### src/rtl/pe_sum_drain.sv
// Output drain for the systolic PE array: realigns skewed column sums into
// whole rows, buffers them in a row FIFO and streams them one word at a time.
module pe_sum_drain #(
    parameter int unsigned COLS  = 4,
    parameter int unsigned SUM_W = 32,
    parameter int unsigned DEPTH = 8
) (
    input  logic                  clk,
    input  logic                  rst,
    input  logic                  row_valid,
    input  logic [COLS*SUM_W-1:0] sum_in,
    input  logic                  clear,
    output logic                  m_valid,
    input  logic                  m_ready,
    output logic [SUM_W-1:0]      m_data,
    output logic                  m_last,
    output logic                  overflow,
    output logic [15:0]           rows_out
);

    localparam int unsigned PTR_W = $clog2(DEPTH);
    localparam int unsigned CNT_W = $clog2(DEPTH + 1);
    localparam int unsigned COL_W = (COLS > 1) ? $clog2(COLS) : 1;

    typedef logic [COLS-1:0][SUM_W-1:0] row_t;

    logic [COLS-2:0]  r_tag;
    row_t             w_sum;
    row_t             w_row;
    row_t             r_mem [DEPTH];
    row_t             w_head;
    logic [PTR_W-1:0] r_wr_ptr;
    logic [PTR_W-1:0] r_rd_ptr;
    logic [CNT_W-1:0] r_count;
    logic [COL_W-1:0] r_col_idx;
    logic             r_overflow;
    logic [15:0]      r_rows_out;

    logic w_full;
    logic w_xfer;
    logic w_col_last;
    logic w_pop;
    logic w_wr_tag;
    logic w_push;
    logic w_drop;

    assign w_sum = sum_in;

    // r_tag[k] is row_valid delayed k+1 cycles; the top tag marks an aligned row
    always_ff @(posedge clk) begin
        if (rst) begin
            r_tag <= '0;
        end else begin
            r_tag <= (COLS-1)'({r_tag, row_valid});
        end
    end

    assign w_wr_tag = r_tag[COLS-2];

    // Column c sits in a COLS-1-c stage line; a free-running shift lands the
    // value sampled under its tag exactly when the row tag reaches the top.
    for (genvar c = 0; c < COLS - 1; c++) begin : g_dly
        localparam int N = COLS - 1 - c;
        logic [SUM_W-1:0] r_dly [N];

        always_ff @(posedge clk) begin
            r_dly[0] <= w_sum[c];
            for (int k = 1; k < N; k++) begin
                r_dly[k] <= r_dly[k-1];
            end
        end

        assign w_row[c] = r_dly[N-1];
    end
    assign w_row[COLS-1] = w_sum[COLS-1];

    assign w_full     = (r_count == CNT_W'(DEPTH));
    assign w_xfer     = m_valid && m_ready;
    assign w_col_last = (r_col_idx == COL_W'(COLS - 1));
    assign w_pop      = w_xfer && w_col_last;
    // A pop in the same cycle frees the slot the incoming row needs
    assign w_push     = w_wr_tag && (!w_full || w_pop);
    assign w_drop     = w_wr_tag && w_full && !w_pop;

    always_ff @(posedge clk) begin
        if (w_push) begin
            r_mem[r_wr_ptr] <= w_row;
        end
    end

    always_ff @(posedge clk) begin
        if (rst) begin
            r_wr_ptr   <= '0;
            r_rd_ptr   <= '0;
            r_count    <= '0;
            r_col_idx  <= '0;
            r_overflow <= 1'b0;
            r_rows_out <= '0;
        end else begin
            if (w_push) begin
                r_wr_ptr <= r_wr_ptr + PTR_W'(1);
            end
            if (w_pop) begin
                r_rd_ptr <= r_rd_ptr + PTR_W'(1);
            end
            if (w_push && !w_pop) begin
                r_count <= r_count + CNT_W'(1);
            end else if (!w_push && w_pop) begin
                r_count <= r_count - CNT_W'(1);
            end
            if (w_xfer) begin
                r_col_idx <= w_col_last ? '0 : r_col_idx + COL_W'(1);
            end
            // A drop coinciding with clear still leaves the sticky flag set
            if (clear) begin
                r_overflow <= 1'b0;
            end
            if (w_drop) begin
                r_overflow <= 1'b1;
            end
            if (clear) begin
                r_rows_out <= '0;
            end else if (w_pop) begin
                r_rows_out <= r_rows_out + 16'd1;
            end
        end
    end

    assign w_head   = r_mem[r_rd_ptr];
    assign m_valid  = (r_count != '0);
    assign m_data   = m_valid ? w_head[r_col_idx] : '0;
    assign m_last   = m_valid && w_col_last;
    assign overflow = r_overflow;
    assign rows_out = r_rows_out;

endmodule

### config.mk
export PLATFORM = sky130hd
export DESIGN_NAME = pe_sum_drain
export DESIGN_NICKNAME = d
export VERILOG_FILES = /design/src/rtl/pe_sum_drain.sv
export SDC_FILE = /design/constraint.sdc
export NUM_CORES = 1
export LEC_CHECK = 0
export ABC_CLOCK_PERIOD_IN_PS = 16650
export BUFFER_PORTS_ARGS = -buffer_cell sky130_fd_sc_hd__buf_2
export CAP_MARGIN = 10
export CORE_UTILIZATION = 48
export CTS_BUF_LIST = sky130_fd_sc_hd__clkbuf_8 sky130_fd_sc_hd__clkbuf_16
export DETAILED_ROUTE_END_ITERATION = 7
export PLACE_DENSITY = 0.66
export SETUP_SLACK_MARGIN = 0.1
export SYNTH_ARGS = -nofsm -noshare
export SYNTH_HDL_FRONTEND = slang
export SYNTH_SLANG_ARGS = --single-unit
### constraint.sdc
create_clock -name clk -period 16.65 [get_ports clk]
set_input_delay 3.33 -clock clk [delete_from_list [all_inputs] [get_ports clk]]
set_output_delay 3.33 -clock clk [all_outputs]
set_load 0.05 [all_outputs]
==> results.cfg <==
[synthesis]
yosys-top-cells-area = edfxtp_1, mux4_2, dfxtp_1, mux2_2, mux2i_1
yosys.area.top_type = edfxtp_1
async_flop_share_pct = 0
yosysSeqAreaShare_pct = 79.6
synth_edf_count = 1024
ys_warn_count = 0
ys_ff_latch = 1251
syn_area_per_cell_sq_um = 22.6
yosysTopAreaCellShare_pct = 69.3
yosysMostFrequentCell = edfxtp_1
synth_flop_cell = edfxtp_1
syn_inst = 1963
synthDistinctLibCells = 38
synth.cell_area_sq_um = 44400
yosys-top-cells-count = edfxtp_1, mux4_2, dfxtp_1, mux2_2, nor2_1
synthesis.nets = 2104

[route]
drc_errors = 0
met2_wirelength_um = 44600
wl_um = 95100
drt-pass1-iter-count = 5
first_iter_violations = 1853
vias = 20300
via_per_inst = 5.81
top_layer_used = met5
wl_per_cell_um = 27.2
wl_met1_um = 40800
final_antenna_net_count = 0
met3WireLength_um = 7410

[pwr]
power_frac_comb_pct = 2.0
p_seq_share_pct = 55.5
power_frac_clock_pct = 42.5
sw_frac_of_total_pct = 20.3
power.density_nw_per_um2 = 123
p_int_mw = 4.95
irDropWorstVdd_uv = 90.6
p_leak_nw = 16.2
power.switching_mw = 1.26
finalPower_mw = 6.21

[placement]
dp_cells = 3267
io_buffers = 183
dp_hpwl_um = 50800
dpl_worst_slack_ns = 8.68
place_area_sq_um = 46600
gp_congestion = 0.758

[cells_and_area]
multi_input_area_sq_um = 8510
syn2layout_area_growth_pct = 13.9
fin_area_sq_um = 50500
regArea_sq_um = 35300
fin_cells = 3496
fillers = 6663
finalNetCount = 2344
drive_above_1_share_pct = 32.0

[critical_path]
cp-start-kind = flop
r2r-start = r_col_idx[1]
slowest_delay_ns = 0.78
endpoint_kind = output pin
slowest_stage = buf_4
worstPathCellList = buf_4 -> buf_4 -> buf_4 -> mux4_2 -> mux2i_1 -> nor2_1 -> a221oi_1 -> a21oi_1 -> buf_2
cp_max_fo = 56
path_class = reg -> out
crit_top_cell = buf_4
cp_data_required_time_ns = 13.32
arrival_ns = 5.34

[cts]
root_buffer = clkbuf_16
cts_buffer_depth = 3
insertion_delay_ns = 0.70
cts_inserted_buffers = 120
ctsHoldBuffers = 0
clkTransAtPathRegs_ns = 0.06
cts_tree = built
cts_resized = 0
h-tree-depth = 3
cts_setup_buffers = 0
clock_sinks = 1251

[sta]
rsz0062_at_grt = no
tightest_slew_ns = 1.09
setup_viol = 0
timing.fmax_mhz = 115
skew_ns = 0.0204
setup_ws_ns = 7.98
period_minus_slack_ns = 8.67
max_slew_margin_pct = 27.6
fin_tns_setup_ns = 0
finalMaxSlewViolations = 0
min_period_over_period_pct = 52.1
finalHoldViolCount = 0

[die]
placeableCoreArea_sq_um = 91500
dieWidth_um = 306
rows = 111
start_util_pct = 48.5
dieArea_sq_um = 93600
die_y_um = 306
boundaryPins = 184

[run]
maxCapViolCount = 0

[global_routing]
grt_max_degree = 129
grt_pass1_wl_um = 140000
grt_pass1_vias = 21000
grt-ovfl-total = 0
grtUsageTotal_pct = 20.5
antenna_found_initial = 23

[hold_path]
worstHoldStart = g_dly[1].r_dly[0][28]
holdCritPathClass = reg -> reg

[status]
status = finished clean
==> routing by layer <==
layer  vias up  GRT usage, %
met5         -             0
met4        30          6.26
met3       154          4.67
met2       707          31.9
met1     10800          29.3
li1       8625             -
==> sequential cells by signal, indices dropped and copies added (netlist names), 2 cells and up, named ones only <==
signal	count
g_dly.r_dly	192
r_rd_ptr	3
r_tag	3
rows_out	16
r_wr_ptr	3
r_col_idx	2
r_count	4
r_mem	1024
==> logic make-up (layout without fill, tap and decap cells) <==
kind of cell	after synthesis	in the layout	synth area share (%)
flops	1251	1251	79.6
mux	354	354	15.4
simple gates	119	119	1.25
compound gates	106	106	1.74
buf+inv	103	448	1.36
xor+xnor	22	22	0.434
fa+ha+maj	8	8	0.243
other cells	0	2	0
==> cell type report <==
type,count,share of cell area [%]
Inverter,5,0.0372
Antenna cell,2,0.00991
Tap cell,1186,2.94
Clock inverter,87,1.20
Multi-Input combinational cell,609,16.9
Timing Repair Buffer,216,2.45
Clock buffer,140,6.58
Sequential cell,1251,69.9
==> power by group through the flow <==
stage	registers, mW	logic (mW)	clock network, mW
after floorplan	3.50	0.0602	0
after global placement	3.51	0.120	0
after detailed placement	3.51	0.122	0
after CTS	3.45	0.123	2.69
after global routing	3.45	0.129	2.81
final	3.44	0.122	2.64
==> layout by cell type, fill, tap and decap left out, drive strengths merged, types with 5 or more instances in the layout <==
cell      count
buf         216
dfxtp       227
a21oi        40
mux2i        34
inv          41
edfxtp     1024
clkinvlp     11
clkbuf      140
nand3         7
xnor2         7
o221ai       32
nand2        18
nor3          6
ha            7
nor2         62
clkinv       35
bufinv        5
xor2         15
mux2         64
mux4        256
a221oi       32
==> metrics by stage <==
stage | hold WS [ns] | utilization [%]
after floorplan | 0.310 | -
after CTS | 0.324 | 55.2
after global routing | 0.329 | 55.2
final | 0.322 | 55.2
after global placement | 0.310 | 50.9
after detailed placement | 0.312 | 50.9
==> path summary, 6_finish.rpt <==
| path | cells after the start | to | slack, ns |
|---|---|---|---|
| worst min register to register | 0 | g_dly[1].r_dly[0][60] | 0.32 |
| worst min-delay path | 0 | g_dly[1].r_dly[0][60] | 0.32 |
| worst max-delay path | 9 | m_data[29] | 7.98 |
| worst max register to register | 10 | r_mem[4][88] | 12.47 |
==> critical path: cells and delay by family (launching register included) <==
kind,cells,cell delay [ns]
AND/OR/NAND/NOR,1,0.06
AO/OA/AOI/OAI,2,0.59
multiplexers,2,0.57
buffers and inverters,4,2.47
flip-flops,1,0.77
No activity file was read; power rests on OpenSTA's default activity.
